## config.mk

```make
export PLATFORM = sky130hd
export DESIGN_NAME = pipe_ctrl
export DESIGN_NICKNAME = d
export VERILOG_FILES = /design/src/rtl/pipe_ctrl.sv
export SDC_FILE = /design/constraint.sdc
export NUM_CORES = 1
export LEC_CHECK = 0
export ABC_AREA = 1
export CORE_MARGIN = 2
export CORE_UTILIZATION = 40
export DETAILED_ROUTE_END_ITERATION = 8
export REMOVE_ABC_BUFFERS = 1
export SLEW_MARGIN = 10
export SYNTH_ARGS = -nofsm -noshare
export SYNTH_HDL_FRONTEND = slang
export SYNTH_SLANG_ARGS = --single-unit
export TNS_END_PERCENT = 20
```

## constraint.sdc

```tcl
create_clock -name clk -period 5.4 [get_ports clk]
set_input_delay 1.08 -clock clk [delete_from_list [all_inputs] [get_ports clk]]
set_output_delay 1.08 -clock clk [all_outputs]
set_load 0.01 [all_outputs]
```

## src/rtl/pipe_ctrl.sv

```systemverilog
// Pipeline sequencer for the 5-stage RV32I core: per-stage enables/flushes, halt drain, memory-wait watchdog.
// Optional performance counters are built when PIPE_CTRL_PERF_EN is defined.
module pipe_ctrl #(
  parameter int DRAIN_CYCLES = 3,
  parameter int MEM_TIMEOUT  = 255,
  parameter int CNT_W        = 32
) (
  input  logic             clk,
  input  logic             rst,
  input  logic             hazard_stall,
  input  logic             redirect,
  input  logic             halt_req,
  input  logic             dmem_req,
  input  logic             dmem_ready,
  output logic             pc_en,
  output logic             pc_sel_redirect,
  output logic             if_id_en,
  output logic             if_id_flush,
  output logic             id_ex_en,
  output logic             id_ex_flush,
  output logic             ex_mem_en,
  output logic             mem_wb_en,
  output logic             halted,
  output logic             mem_err
`ifdef PIPE_CTRL_PERF_EN
  ,
  output logic [CNT_W-1:0] stall_cnt,
  output logic [CNT_W-1:0] flush_cnt,
  output logic [CNT_W-1:0] memwait_cnt
`endif
);

  typedef enum logic [1:0] {RUN, MEM_WAIT, DRAIN, HALTED} state_t;

  state_t      r_state;
  logic [15:0] r_wait_cnt;
  logic [3:0]  r_drain_cnt;
  logic        r_halted;
  logic        r_mem_err;

  logic        w_mem_busy;
  logic        w_run_decode;
  logic        w_busy_run;
  logic        w_wait_stall;
  logic [16:0] w_wait_next;

  assign w_mem_busy   = dmem_req & ~dmem_ready;
  // The cycle memory completes in MEM_WAIT is decoded exactly like RUN with no memory stall.
  assign w_run_decode = (r_state == RUN) | ((r_state == MEM_WAIT) & dmem_ready);
  assign w_busy_run   = (r_state == RUN) & w_mem_busy;
  assign w_wait_stall = (r_state == MEM_WAIT) & ~dmem_ready;
  assign w_wait_next  = {1'b0, r_wait_cnt} + 17'd1;

  assign halted  = r_halted;
  assign mem_err = r_mem_err;

  always_comb begin
    pc_en           = 1'b0;
    pc_sel_redirect = 1'b0;
    if_id_en        = 1'b0;
    if_id_flush     = 1'b0;
    id_ex_en        = 1'b0;
    id_ex_flush     = 1'b0;
    ex_mem_en       = 1'b0;
    mem_wb_en       = 1'b0;
    if (rst) begin
      if_id_flush = 1'b1;
      id_ex_flush = 1'b1;
    end else if (w_run_decode) begin
      if (w_busy_run) begin
        pc_en = 1'b0;
      end else if (halt_req) begin
        if_id_flush = 1'b1;
        id_ex_flush = 1'b1;
        ex_mem_en   = 1'b1;
        mem_wb_en   = 1'b1;
      end else if (redirect) begin
        pc_en           = 1'b1;
        pc_sel_redirect = 1'b1;
        if_id_en        = 1'b1;
        if_id_flush     = 1'b1;
        id_ex_en        = 1'b1;
        id_ex_flush     = 1'b1;
        ex_mem_en       = 1'b1;
        mem_wb_en       = 1'b1;
      end else if (hazard_stall) begin
        id_ex_en    = 1'b1;
        id_ex_flush = 1'b1;
        ex_mem_en   = 1'b1;
        mem_wb_en   = 1'b1;
      end else begin
        pc_en     = 1'b1;
        if_id_en  = 1'b1;
        id_ex_en  = 1'b1;
        ex_mem_en = 1'b1;
        mem_wb_en = 1'b1;
      end
    end else if (r_state == DRAIN) begin
      if_id_flush = 1'b1;
      id_ex_flush = 1'b1;
      ex_mem_en   = ~w_mem_busy;
      mem_wb_en   = ~w_mem_busy;
    end
  end

  always_ff @(posedge clk) begin
    if (rst) begin
      r_state     <= RUN;
      r_wait_cnt  <= '0;
      r_drain_cnt <= '0;
      r_halted    <= 1'b0;
      r_mem_err   <= 1'b0;
    end else begin
      case (r_state)
        RUN, MEM_WAIT: begin
          if (w_busy_run) begin
            r_wait_cnt <= 16'd1;
            r_state    <= MEM_WAIT;
          end else if (w_wait_stall) begin
            if (w_wait_next >= 17'(MEM_TIMEOUT)) begin
              r_mem_err <= 1'b1;
              r_state   <= HALTED;
            end else begin
              r_wait_cnt <= w_wait_next[15:0];
            end
          end else if (halt_req) begin
            r_drain_cnt <= 4'(DRAIN_CYCLES);
            r_state     <= DRAIN;
          end else begin
            r_state <= RUN;
          end
        end
        DRAIN: begin
          if (!w_mem_busy) begin
            if (r_drain_cnt <= 4'd1) begin
              r_drain_cnt <= '0;
              r_halted    <= 1'b1;
              r_state     <= HALTED;
            end else begin
              r_drain_cnt <= r_drain_cnt - 4'd1;
            end
          end
        end
        default: r_state <= HALTED;
      endcase
    end
  end

`ifdef PIPE_CTRL_PERF_EN
  logic w_stall_evt;
  logic w_redirect_evt;
  logic w_memwait_evt;

  assign w_stall_evt    = w_run_decode & ~w_busy_run & ~halt_req & ~redirect & hazard_stall;
  assign w_redirect_evt = w_run_decode & ~w_busy_run & ~halt_req & redirect;
  assign w_memwait_evt  = w_busy_run | w_wait_stall;

  always_ff @(posedge clk) begin
    if (rst) begin
      stall_cnt   <= '0;
      flush_cnt   <= '0;
      memwait_cnt <= '0;
    end else begin
      if (w_stall_evt)    stall_cnt   <= stall_cnt + 1'b1;
      if (w_redirect_evt) flush_cnt   <= flush_cnt + 1'b1;
      if (w_memwait_evt)  memwait_cnt <= memwait_cnt + 1'b1;
    end
  end
`endif

endmodule

```

==> insert_results.sql, run 1 <==
INSERT INTO impl_metrics (metric_group, metric, value, unit) VALUES
('power_and_ir_drop', 'powerDensity', '214', 'nW/um^2'),
('sta', 'worst_pin_slew', '0.477', 'ns'),
('drt', 'postRouteAntennaNets', '0', ''),
('sta', 'unrepaired_setup_endpoints_after_global_routing', 'false', ''),
('sta', 'post-route-min-period', '4.33', 'ns'),
('placement', 'hpwlAfterDp', '2560', 'um'),
('clock_tree', 'tritoncts.num_buffers', '3', ''),
('placement', 'routabilityCongestion', '0.792', ''),
('synthesis', 'yosysUniqueCellTypes', '25', ''),
('power_and_ir_drop', 'vdd_ir_drop_max', '0.128', 'mV'),
('drt', 'route.vias.total', '1427', ''),
('synthesis', 'mappedNetlistArea', '1560', 'um^2'),
('drt', 'routed_wire_length_per_instance', '10.5', 'um'),
('sta', 'fmax', '231', 'MHz'),
('die', 'std_cell_rows', '22', ''),
('sta', 'clock-skew-final', '0.00233', 'ns'),
('clock_tree', 'clockRootBuffer', 'sky130_fd_sc_hd__clkbuf_8', ''),
('synthesis', 'synth.avg_cell_area', '6.47', 'um^2'),
('drt', 'dr.first_iter.drc_count', '70', ''),
('critical_path', 'setup.worst_path.start_class', 'input pin', ''),
('critical_path', 'crit_path_slowest_cell', 'sky130_fd_sc_hd__clkdlybuf4s50_1', ''),
('final_layout', 'synthToLayoutAreaGrowth', '15.6', '%'),
('clock_tree', 'worstSkewPairLatency', '0.26', 'ns'),
('sta', 'timing.max_slew.rel_slack', '68.2', '%'),
('drt', 'routed_via_density', '4.68', ''),
('drt', 'detail_route.first_pass.iterations', '4', ''),
('critical_path', 'library_cell_appearing_most_often_on_the_critical_path', 'sky130_fd_sc_hd__inv_1', ''),
('critical_path', 'critPathMaxStageDelay', '0.48', 'ns'),
('clock_tree', 'cts_max_path_buffers', '2', ''),
('clock_tree', 'ctsResizeCount', '0', ''),
('clock_tree', 'cts_num_sinks', '24', ''),
('die', 'top_level_ports', '17', ''),
('synthesis', 'synthCells', '241', ''),
('critical_path', 'cp_data_arrival_time', '3.25', 'ns'),
('global_routing', 'number_of_global_route_vias_before_repair', '1381', ''),
('worst_hold_path', 'holdCritPathClass', 'reg -> reg', ''),
('critical_path', 'worstSetupEndpointType', 'output pin', ''),
('sta', 'timing.final.setup_violations', '0', ''),
('critical_path', 'critPathMaxFanout', '14', ''),
('outcome', 'run_status', 'complete, no violations', ''),
('global_routing', 'antenna_found_initial', '0', ''),
('final_layout', 'fraction_of_layout_cells_with_a_size_suffix_above_1', '7.39', '%'),
('sta', 'finalCritPeriodShare', '80.1', '%'),
('final_layout', 'design_area_final', '1800', 'um^2'),
('sta', 'report.final.hold_viol_count', '0', ''),
('synthesis', 'synth.yosys.seq_area_share', '30.8', '%'),
('placement', 'place_area', '1760', 'um^2'),
('synthesis', 'synthTopCellsByArea', 'sky130_fd_sc_hd__dfxtp_1, sky130_fd_sc_hd__nand2_1, sky130_fd_sc_hd__inv_1', ''),
('placement', 'portBuffers', '16', ''),
('clock_tree', 'clk_pin_slew_worst_paths', '0.08', 'ns'),
('sta', 'fin_setup_tns', '0', 'ns'),
('critical_path', 'worst_ep_required_time', '4.32', 'ns'),
('die', 'die_area', '4420', 'um^2'),
('final_layout', 'diodes', '0', ''),
('final_layout', 'final_nets', '270', ''),
('drt', 'route.detailed.drc', '0', ''),
('global_routing', 'grt_start_max_net_pins', '15', ''),
('critical_path', 'crit_chain', 'clkdlybuf4s50_1 -> inv_1 -> nor2_1 -> inv_1 -> nor3_1 -> nor2_1 -> inv_1 -> nor2_1 -> inv_1 -> a21oi_1 -> clkdlybuf4s50_1', ''),
('synthesis', 'netlist.area_leader.share', '30.8', '%'),
('die', 'dieHeight', '66.5', 'um'),
('die', 'initial_utilization', '42.0', '%'),
('global_routing', 'first_pass_grt_wire_length', '5750', 'um'),
('critical_path', 'path_class', 'in -> out', ''),
('synthesis', 'ys_ff_latch', '24', ''),
('clock_tree', 'clock_tree.htree_level_count', '1', ''),
('clock_tree', 'tritoncts', 'yes', ''),
('synthesis', 'synth.yosys.warnings', '0', ''),
('job', 'max_cap_viol_count', '0', ''),
('global_routing', 'global_route.usage.total', '16.5', '%'),
('global_routing', 'overflow', '0', ''),
('power_and_ir_drop', 'total_leakage_power', '0.000760', 'uW'),
('drt', 'postRouteWirelength', '3210', 'um'),
('sta', 'hold_ws', '0.476', 'ns'),
('die', 'floorplan.die.width', '66.5', 'um'),
('clock_tree', 'postCtsHoldBufs', '0', ''),
('clock_tree', 'postCtsSetupRepairBufs', '0', ''),
('die', 'floorplan.core_area', '3720', 'um^2'),
('synthesis', 'synth_top_area_cell', 'sky130_fd_sc_hd__dfxtp_1', ''),
('sta', 'slew_viol_final', '0', '');
-- sequential cells by signal (all words and copies together) (netlist names) --
name         cells
r_drain_cnt      4
r_wait_cnt      16
r_state          2
halted           1
mem_err          1
-- cells in the mapped netlist --
cell type,n
sky130_fd_sc_hd__inv_1,39
sky130_fd_sc_hd__nand2_1,57
sky130_fd_sc_hd__o21ai_0,6
sky130_fd_sc_hd__and3_1,2
sky130_fd_sc_hd__o21bai_1,1
sky130_fd_sc_hd__nand2_2,3
sky130_fd_sc_hd__o21ai_1,5
sky130_fd_sc_hd__a21oi_1,17
sky130_fd_sc_hd__nor2_1,37
sky130_fd_sc_hd__nand4_1,4
sky130_fd_sc_hd__a21o_1,1
sky130_fd_sc_hd__xor2_1,2
sky130_fd_sc_hd__buf_4,2
sky130_fd_sc_hd__nor2_8,2
sky130_fd_sc_hd__xnor2_1,1
sky130_fd_sc_hd__nand3_2,1
sky130_fd_sc_hd__nand3_4,1
sky130_fd_sc_hd__nand3_1,15
sky130_fd_sc_hd__clkbuf_1,1
sky130_fd_sc_hd__nor2_4,5
sky130_fd_sc_hd__nand4_4,1
sky130_fd_sc_hd__ha_1,4
sky130_fd_sc_hd__dfxtp_1,24
sky130_fd_sc_hd__nor3_1,7
sky130_fd_sc_hd__nor2_2,3
-- metrics by stage --
stage / setup WS [ns] / total power [uW] / std cells / util, %
after detailed placement: 1.06 / 286 / 302 / 47.4
after CTS: 1.04 / 395 / 305 / 48.5
after global placement: 1.10 / 286 / 302 / 47.4
after global routing: 0.812 / 412 / 305 / 48.5
after floorplan: 2.04 / 254 / 238 / -
final: 1.07 / 386 / 305 / 48.5
-- report_power, final --
group / total (uW) / internal [uW] / switching [uW]
registers: 196 / 187 / 9.51
clock network: 105 / 49.9 / 55.3
logic: 84.9 / 36.2 / 48.8
total: 386 / 273 / 114
-- cell type report --
| class | instances | area, um^2 |
|---|---|---|
| repair buffers | 16 | 160 |
| clock buffers | 3 | 41.3 |
| flip-flops and latches | 24 | 480 |
| well taps | 48 | 60.1 |
| multi-input cells | 175 | 915 |
| inverters | 39 | 146 |
| fillers | 405 | 1910 |
-- cells by family after synthesis --
| family | after synthesis | synth area share (%) |
|---|---|---|
| DFF | 24 | 30.8 |
| buffers and inverters | 42 | 10.6 |
| xor gates and xnor gates | 3 | 1.68 |
| AOI/OAI and AO/OA | 30 | 9.94 |
| and+or+nand+nor | 138 | 43.8 |
| adders and majority gates | 4 | 3.21 |
-- critical path: cells and delay by family --
family	cells	cell delay, ns
and+or+nand+nor	4	0.60
buffers and inverters	6	1.51
AOI/OAI and AO/OA	1	0.05
-- routing by layer --
metal	vias up	GRT usage (%)	routed length, um
met4	0	4.34	25
met2	18	30.0	1550
met1	616	20.0	1520
met5	-	0	0
met3	4	2.53	113
li1	789	-	-
-- cell usage in the layout, fill, tap and decap left out --
cell	instances
sky130_fd_sc_hd__o21ai_1	5
sky130_fd_sc_hd__nand3_2	1
sky130_fd_sc_hd__nor2_1	37
sky130_fd_sc_hd__and3_1	2
sky130_fd_sc_hd__nand2_2	3
sky130_fd_sc_hd__dfxtp_1	24
sky130_fd_sc_hd__nor2_4	5
sky130_fd_sc_hd__nor2_2	3
sky130_fd_sc_hd__ha_1	4
sky130_fd_sc_hd__nand3_1	15
sky130_fd_sc_hd__nor2_8	2
sky130_fd_sc_hd__nand3_4	1
sky130_fd_sc_hd__nand4_4	1
sky130_fd_sc_hd__a21o_1	1
sky130_fd_sc_hd__nor3_1	7
sky130_fd_sc_hd__inv_1	39
sky130_fd_sc_hd__clkbuf_8	3
sky130_fd_sc_hd__xor2_1	2
sky130_fd_sc_hd__o21bai_1	1
sky130_fd_sc_hd__a21oi_1	17
sky130_fd_sc_hd__xnor2_1	1
sky130_fd_sc_hd__nand2_1	57
sky130_fd_sc_hd__o21ai_0	6
sky130_fd_sc_hd__clkdlybuf4s50_1	16
sky130_fd_sc_hd__nand4_1	4
-- path summary, 6_finish.rpt --
check | from | to | slack [ns] | cells past startpoint
worst max-delay path | dmem_req | if_id_en | 1.07 | 11
worst min-delay path | halted$_SDFFE_PP0P_ | halted$_SDFFE_PP0P_ | 0.48 | 2
worst max register to register | r_wait_cnt[0]$_SDFFE_PP0P_ | r_wait_cnt[1]$_SDFFE_PP0P_ | 3.30 | 11
worst min register to register | halted$_SDFFE_PP0P_ | halted$_SDFFE_PP0P_ | 0.48 | 2
Power figures use the tool's default switching activity.
==> run 2: changes to the inputs <==
==> constraint.sdc (replaced) <==
create_clock -name clk -period 3.85 [get_ports clk]
set_input_delay 0.77 -clock clk [delete_from_list [all_inputs] [get_ports clk]]
set_output_delay 0.77 -clock clk [all_outputs]
set_load 0.01 [all_outputs]
==> run 2 against run 1 <==
  * Via count increased by 1.3%
  * Non-clock buffer count is 2 higher
  * Largest power group unchanged
  * Sequential cell count is the same
  * First-iteration DRC count rose by 23%
  * Clock power grew 120%
  * Clock skew barely moved
  * Hold slack about the same
==> insert_results.sql, run 2 (synthesis results as in run 1) <==
INSERT INTO impl_metrics (metric_group, metric, value, unit) VALUES
('clock_tree', 'cts_num_sinks', '24', ''),
('sta', 'fmax', '289', 'MHz'),
('sta', 'hold_ws', '0.476', 'ns'),
('die', 'initial_utilization', '42.0', '%'),
('critical_path', 'cp_data_arrival_time', '2.69', 'ns'),
('placement', 'portBuffers', '16', ''),
('global_routing', 'overflow', '0', ''),
('clock_tree', 'postCtsSetupRepairBufs', '0', ''),
('sta', 'unrepaired_setup_endpoints_after_global_routing', 'false', ''),
('clock_tree', 'tritoncts', 'yes', ''),
('die', 'top_level_ports', '17', ''),
('die', 'dieHeight', '66.5', 'um'),
('sta', 'post-route-min-period', '3.46', 'ns'),
('sta', 'slew_viol_final', '0', ''),
('sta', 'report.final.hold_viol_count', '0', ''),
('power_and_ir_drop', 'vdd_ir_drop_max', '0.207', 'mV'),
('placement', 'routabilityCongestion', '0.830', ''),
('drt', 'dr.first_iter.drc_count', '86', ''),
('final_layout', 'registers.top_by_ff_count', 'r_wait_cnt', ''),
('clock_tree', 'ctsResizeCount', '0', ''),
('drt', 'detail_route.first_pass.iterations', '5', ''),
('outcome', 'run_status', 'complete, no violations', ''),
('power_and_ir_drop', 'total_leakage_power', '0.000783', 'uW'),
('final_layout', 'commonest_non_fill_non_tap_cell_in_the_layout', 'sky130_fd_sc_hd__nand2_1', ''),
('critical_path', 'worst_ep_required_time', '3.08', 'ns'),
('global_routing', 'first_pass_grt_wire_length', '5880', 'um'),
('final_layout', 'layout_common_cells', 'sky130_fd_sc_hd__nand2_1, sky130_fd_sc_hd__inv_1, sky130_fd_sc_hd__nor2_1', ''),
('placement', 'dpl.cell_count', '304', ''),
('power_and_ir_drop', 'powerDensity', '337', 'nW/um^2'),
('die', 'die_area', '4420', 'um^2'),
('final_layout', 'number_of_flip_flops_in_the_largest_register', '16', ''),
('final_layout', 'synthToLayoutAreaGrowth', '18.4', '%'),
('global_routing', 'antenna_found_initial', '0', ''),
('clock_tree', 'clk_pin_slew_worst_paths', '0.09', 'ns'),
('sta', 'clock-skew-final', '0.00221', 'ns'),
('sta', 'timing.max_slew.rel_slack', '80.1', '%'),
('clock_tree', 'postCtsHoldBufs', '0', ''),
('critical_path', 'worstSetupEndpointType', 'output pin', ''),
('critical_path', 'path_class', 'in -> out', ''),
('drt', 'postRouteWirelength', '3290', 'um'),
('final_layout', 'final_nets', '272', ''),
('clock_tree', 'tritoncts.num_buffers', '3', ''),
('drt', 'route.vias.total', '1445', ''),
('final_layout', 'diodes', '0', ''),
('final_layout', 'top_regs', 'r_wait_cnt (16), r_drain_cnt (4), r_state (2)', ''),
('sta', 'timing.final.setup_violations', '0', ''),
('global_routing', 'grt_start_max_net_pins', '15', ''),
('sta', 'worst_pin_slew', '0.296', 'ns'),
('critical_path', 'critical_path.n_buffers_inverters', '5', ''),
('final_layout', 'fraction_of_layout_cells_with_a_size_suffix_above_1', '8.46', '%'),
('drt', 'routed_via_density', '4.69', ''),
('critical_path', 'critPathMaxStageDelay', '0.56', 'ns'),
('drt', 'route.detailed.drc', '0', ''),
('placement', 'hpwlAfterDp', '2570', 'um'),
('critical_path', 'critPathMaxFanout', '4', ''),
('worst_hold_path', 'holdCritPathClass', 'reg -> reg', ''),
('critical_path', 'crit_chain', 'clkdlybuf4s50_1 -> nor2_1 -> inv_1 -> nor3_1 -> nor2_1 -> inv_1 -> nor2_1 -> inv_1 -> a21oi_1 -> clkdlybuf4s50_1', ''),
('clock_tree', 'worstSkewPairLatency', '0.27', 'ns'),
('critical_path', 'setup.worst_path.start_class', 'input pin', ''),
('drt', 'postRouteAntennaNets', '0', ''),
('sta', 'fin_setup_tns', '0', 'ns'),
('clock_tree', 'clockRootBuffer', 'sky130_fd_sc_hd__clkbuf_8', ''),
('clock_tree', 'cts_max_path_buffers', '2', ''),
('sta', 'finalCritPeriodShare', '89.9', '%'),
('die', 'floorplan.core_area', '3720', 'um^2'),
('global_routing', 'global_route.usage.total', '17.4', '%'),
('clock_tree', 'clock_tree.htree_level_count', '1', ''),
('final_layout', 'instances_no_fill', '308', ''),
('global_routing', 'number_of_global_route_vias_before_repair', '1395', ''),
('critical_path', 'crit_path_slowest_cell', 'sky130_fd_sc_hd__clkdlybuf4s50_1', ''),
('die', 'std_cell_rows', '22', ''),
('die', 'floorplan.die.width', '66.5', 'um'),
('drt', 'routed_wire_length_per_instance', '10.7', 'um'),
('critical_path', 'critPathTopFamily', 'buffers and inverters', ''),
('job', 'max_cap_viol_count', '0', '');
==> run 2: cell count changes in the layout (fill, tap and decap cells not counted) <==
cell and change:
sky130_fd_sc_hd__bufinv_16 +1, sky130_fd_sc_hd__buf_4 +2
==> run 2: worst reg2reg max path, cell delays in order, from the launching register on <==
cell	delay, ns
sky130_fd_sc_hd__dfxtp_1	0.42
sky130_fd_sc_hd__ha_1	0.25
sky130_fd_sc_hd__nand3_1	0.14
sky130_fd_sc_hd__nor2_2	0.16
sky130_fd_sc_hd__nand2_1	0.11
sky130_fd_sc_hd__o21ai_1	0.13
sky130_fd_sc_hd__nand2_1	0.09
sky130_fd_sc_hd__nor2_4	0.18
sky130_fd_sc_hd__nand3_4	0.13
sky130_fd_sc_hd__nor2_8	0.17
sky130_fd_sc_hd__nand2_1	0.08
sky130_fd_sc_hd__nand2_1	0.06
sky130_fd_sc_hd__nor2_1	0.04
==> run 2: stage by stage <==
stage               power, uW  worst slack, ns  instance area [um^2]  util, %
floorplan                 356             1.11                  1540        -
global placement          405            0.446                  1780     47.8
detailed placement        403            0.395                  1780     47.8
CTS                       634            0.378                  1850     49.7
global route              664            0.160                  1850     49.7
finish                    624            0.390                  1850     49.7
==> run 2: final cells by class <==
cell class / count / area [um^2]
Clock buffer: 3 / 41.3
Clock inverter: 1 / 30.0
Fill cell: 388 / 1870
Inverter: 39 / 146
Multi-Input combinational cell: 175 / 915
Sequential cell: 24 / 480
Tap cell: 48 / 60.1
Timing Repair Buffer: 18 / 175
==> run 2: power by group <==
| part | internal [uW] | leakage, uW | switching (uW) |
|---|---|---|---|
| clock | 139 | 0.0000357 | 87.7 |
| combinational | 52.6 | 0.000552 | 69.3 |
| sequential | 262 | 0.000195 | 13.0 |
==> run 2: layer usage <==
metal | track usage (%) | vias to the layer above | wire [um]
li1 | - | 796 | -
met1 | 20.5 | 625 | 1590
met2 | 31.1 | 19 | 1550
met3 | 4.56 | 5 | 107
met4 | 4.59 | 0 | 34
met5 | 0 | - | 0
==> run 2: worst paths after layout <==
kind / to / startpoint / cells past startpoint / slack [ns]
worst max-delay path: pc_en / dmem_ready / 10 / 0.39
worst min-delay path: r_wait_cnt[15]$_SDFFE_PP0P_ / r_wait_cnt[15]$_SDFFE_PP0P_ / 2 / 0.48
worst max register to register: r_wait_cnt[2]$_SDFFE_PP0P_ / r_wait_cnt[1]$_SDFFE_PP0P_ / 12 / 1.81
worst min register to register: r_wait_cnt[15]$_SDFFE_PP0P_ / r_wait_cnt[15]$_SDFFE_PP0P_ / 2 / 0.48
==> run 3: changes to the inputs <==
--- a/config.mk
+++ b/config.mk
@@ -6,7 +6,6 @@
 export NUM_CORES = 1
 export LEC_CHECK = 0
 export ABC_AREA = 1
-export CORE_MARGIN = 2
 export CORE_UTILIZATION = 40
 export DETAILED_ROUTE_END_ITERATION = 8
 export REMOVE_ABC_BUFFERS = 1
==> run 3 against run 2 <==
  * Sequential share of layout area grew 0.12 points
  * Non-clock buffer count grew 1
  * Hold slack worse by 0.0018 ns
  * Die area shrank 5.9%
  * Global-route usage up 1.2 points
  * Sequential power barely moved
  * Combinational power barely moved
  * Wire length rose by 2.6%
  * Critical path depth stayed put
  * First-iteration DRC count rose by 16%
  * Utilization rose by 0.13 points
==> insert_results.sql, run 3 (synthesis results as in run 1) <==
INSERT INTO impl_metrics (metric_group, metric, value, unit) VALUES
('clock_tree', 'clockRootBuffer', 'sky130_fd_sc_hd__clkbuf_8', ''),
('worst_hold_path', 'holdCritPathClass', 'reg -> reg', ''),
('global_routing', 'global_route.usage.total', '18.7', '%'),
('die', 'die_area', '4150', 'um^2'),
('sta', 'fin_setup_tns', '0', 'ns'),
('placement', 'routabilityCongestion', '0.862', ''),
('drt', 'dr.first_iter.drc_count', '100', ''),
('final_layout', 'top_regs', 'r_wait_cnt (16), r_drain_cnt (4), r_state (2)', ''),
('clock_tree', 'ctsResizeCount', '0', ''),
('critical_path', 'crit_path_slowest_cell', 'sky130_fd_sc_hd__clkdlybuf4s50_1', ''),
('die', 'floorplan.core_area', '3690', 'um^2'),
('final_layout', 'diodes', '0', ''),
('final_layout', 'final_nets', '273', ''),
('drt', 'postRouteAntennaNets', '0', ''),
('global_routing', 'overflow', '0', ''),
('die', 'initial_utilization', '42.3', '%'),
('sta', 'worst_pin_slew', '0.307', 'ns'),
('global_routing', 'antenna_found_initial', '0', ''),
('critical_path', 'path_class', 'in -> out', ''),
('job', 'max_cap_viol_count', '0', ''),
('global_routing', 'grt_start_max_net_pins', '14', ''),
('final_layout', 'layout_common_cells', 'sky130_fd_sc_hd__nand2_1, sky130_fd_sc_hd__inv_1, sky130_fd_sc_hd__nor2_1', ''),
('clock_tree', 'clk_pin_slew_worst_paths', '0.09', 'ns'),
('clock_tree', 'postCtsHoldBufs', '0', ''),
('sta', 'clock-skew-final', '0.00239', 'ns'),
('final_layout', 'synthToLayoutAreaGrowth', '17.9', '%'),
('final_layout', 'fraction_of_layout_cells_with_a_size_suffix_above_1', '8.81', '%'),
('power_and_ir_drop', 'powerDensity', '313', 'nW/um^2'),
('placement', 'hpwlAfterDp', '2620', 'um'),
('die', 'std_cell_rows', '22', ''),
('sta', 'fmax', '286', 'MHz'),
('final_layout', 'fillCellCount', '379', ''),
('sta', 'timing.final.setup_violations', '0', ''),
('global_routing', 'first_pass_grt_wire_length', '6150', 'um'),
('die', 'top_level_ports', '17', ''),
('final_layout', 'design_area_final', '1840', 'um^2'),
('drt', 'routed_wire_length_per_instance', '10.9', 'um'),
('critical_path', 'worst_ep_required_time', '3.08', 'ns'),
('placement', 'portBuffers', '16', ''),
('clock_tree', 'clock_tree.htree_level_count', '1', ''),
('clock_tree', 'cts_num_sinks', '24', ''),
('drt', 'routed_via_density', '4.80', ''),
('clock_tree', 'cts_max_path_buffers', '2', ''),
('drt', 'route.detailed.drc', '0', ''),
('clock_tree', 'tritoncts', 'yes', ''),
('sta', 'hold_ws', '0.475', 'ns'),
('clock_tree', 'postCtsSetupRepairBufs', '0', ''),
('sta', 'finalCritPeriodShare', '90.7', '%'),
('critical_path', 'worstSetupEndpointType', 'output pin', ''),
('global_routing', 'number_of_global_route_vias_before_repair', '1405', ''),
('power_and_ir_drop', 'vdd_ir_drop_max', '0.135', 'mV'),
('die', 'floorplan.die.width', '64.5', 'um'),
('outcome', 'run_status', 'complete, no violations', ''),
('clock_tree', 'tritoncts.num_buffers', '3', ''),
('final_layout', 'number_of_flip_flops_in_the_largest_register', '16', ''),
('drt', 'postRouteWirelength', '3380', 'um'),
('die', 'dieHeight', '64.5', 'um'),
('drt', 'route.vias.total', '1484', ''),
('sta', 'unrepaired_setup_endpoints_after_global_routing', 'false', ''),
('drt', 'detail_route.first_pass.iterations', '4', ''),
('sta', 'timing.max_slew.rel_slack', '79.4', '%'),
('critical_path', 'cp_data_arrival_time', '2.72', 'ns'),
('critical_path', 'setup.worst_path.start_class', 'input pin', ''),
('placement', 'place_area', '1780', 'um^2'),
('power_and_ir_drop', 'total_leakage_power', '0.000781', 'uW'),
('sta', 'slew_viol_final', '0', ''),
('sta', 'post-route-min-period', '3.49', 'ns'),
('final_layout', 'registers.top_by_ff_count', 'r_wait_cnt', ''),
('final_layout', 'instances_no_fill', '309', ''),
('placement', 'dpl.cell_count', '305', ''),
('clock_tree', 'worstSkewPairLatency', '0.27', 'ns'),
('sta', 'report.final.hold_viol_count', '0', ''),
('critical_path', 'critPathMaxFanout', '4', ''),
('critical_path', 'crit_chain', 'clkdlybuf4s50_1 -> nor2_1 -> inv_1 -> nor3_1 -> nor2_1 -> inv_1 -> nor2_1 -> inv_1 -> a21oi_1 -> clkdlybuf4s50_1', ''),
('final_layout', 'commonest_non_fill_non_tap_cell_in_the_layout', 'sky130_fd_sc_hd__nand2_1', ''),
('critical_path', 'critPathMaxStageDelay', '0.56', 'ns');
## run 3: final cells by class
type	count	area [um^2]	area share (%)
tap	48	60.1	3.27
multi-input combinational	175	915	49.7
inverter	39	146	7.96
sequential	24	480	26.1
clock buffer	4	55.1	2.99
timing repair buffer	19	183	9.93
## run 3: per-stage QoR
step | power [uW] | utilization, % | setup WS [ns]
final | 576 | 49.9 | 0.356
after CTS | 583 | 49.9 | 0.361
after global placement | 404 | 48.4 | 0.437
after global routing | 615 | 49.9 | 0.156
after detailed placement | 404 | 48.4 | 0.357
after floorplan | 356 | - | 1.11
## run 3: report_power, final
group	switching (uW)	total (uW)	leakage, uW	internal [uW]
registers	13.6	275	0.000195	262
logic	71.2	125	0.000557	53.5
clock network	84.7	176	0.0000288	91.4
## run 3: per-layer routing
layer	routed length [um]	part of all wire, %	track usage (%)	vias up
met5	0	0	0	-
met3	120	3.6	2.64	3
met4	18	0.53	4.17	0
met2	1370	40	29.3	30
met1	1870	55	26.9	653
li1	-	-	-	798
## run 3: worst max-delay path, delay by kind of cell
family                 cells  cell delay, ns
AND/OR/NAND/NOR            4            0.50
AO/OA/AOI/OAI              1            0.15
buffers and inverters      5            1.31
## run 3: final timing paths
path | slack [ns] | end | from | depth (start not counted)
hold / removal | 0.47 | r_wait_cnt[15]$_SDFFE_PP0P_ | r_wait_cnt[15]$_SDFFE_PP0P_ | 2
setup / recovery | 0.36 | pc_en | dmem_ready | 10
hold reg to reg | 0.47 | r_wait_cnt[15]$_SDFFE_PP0P_ | r_wait_cnt[15]$_SDFFE_PP0P_ | 2
setup reg to reg | 1.73 | r_wait_cnt[7]$_SDFFE_PP0P_ | r_wait_cnt[0]$_SDFFE_PP0P_ | 11
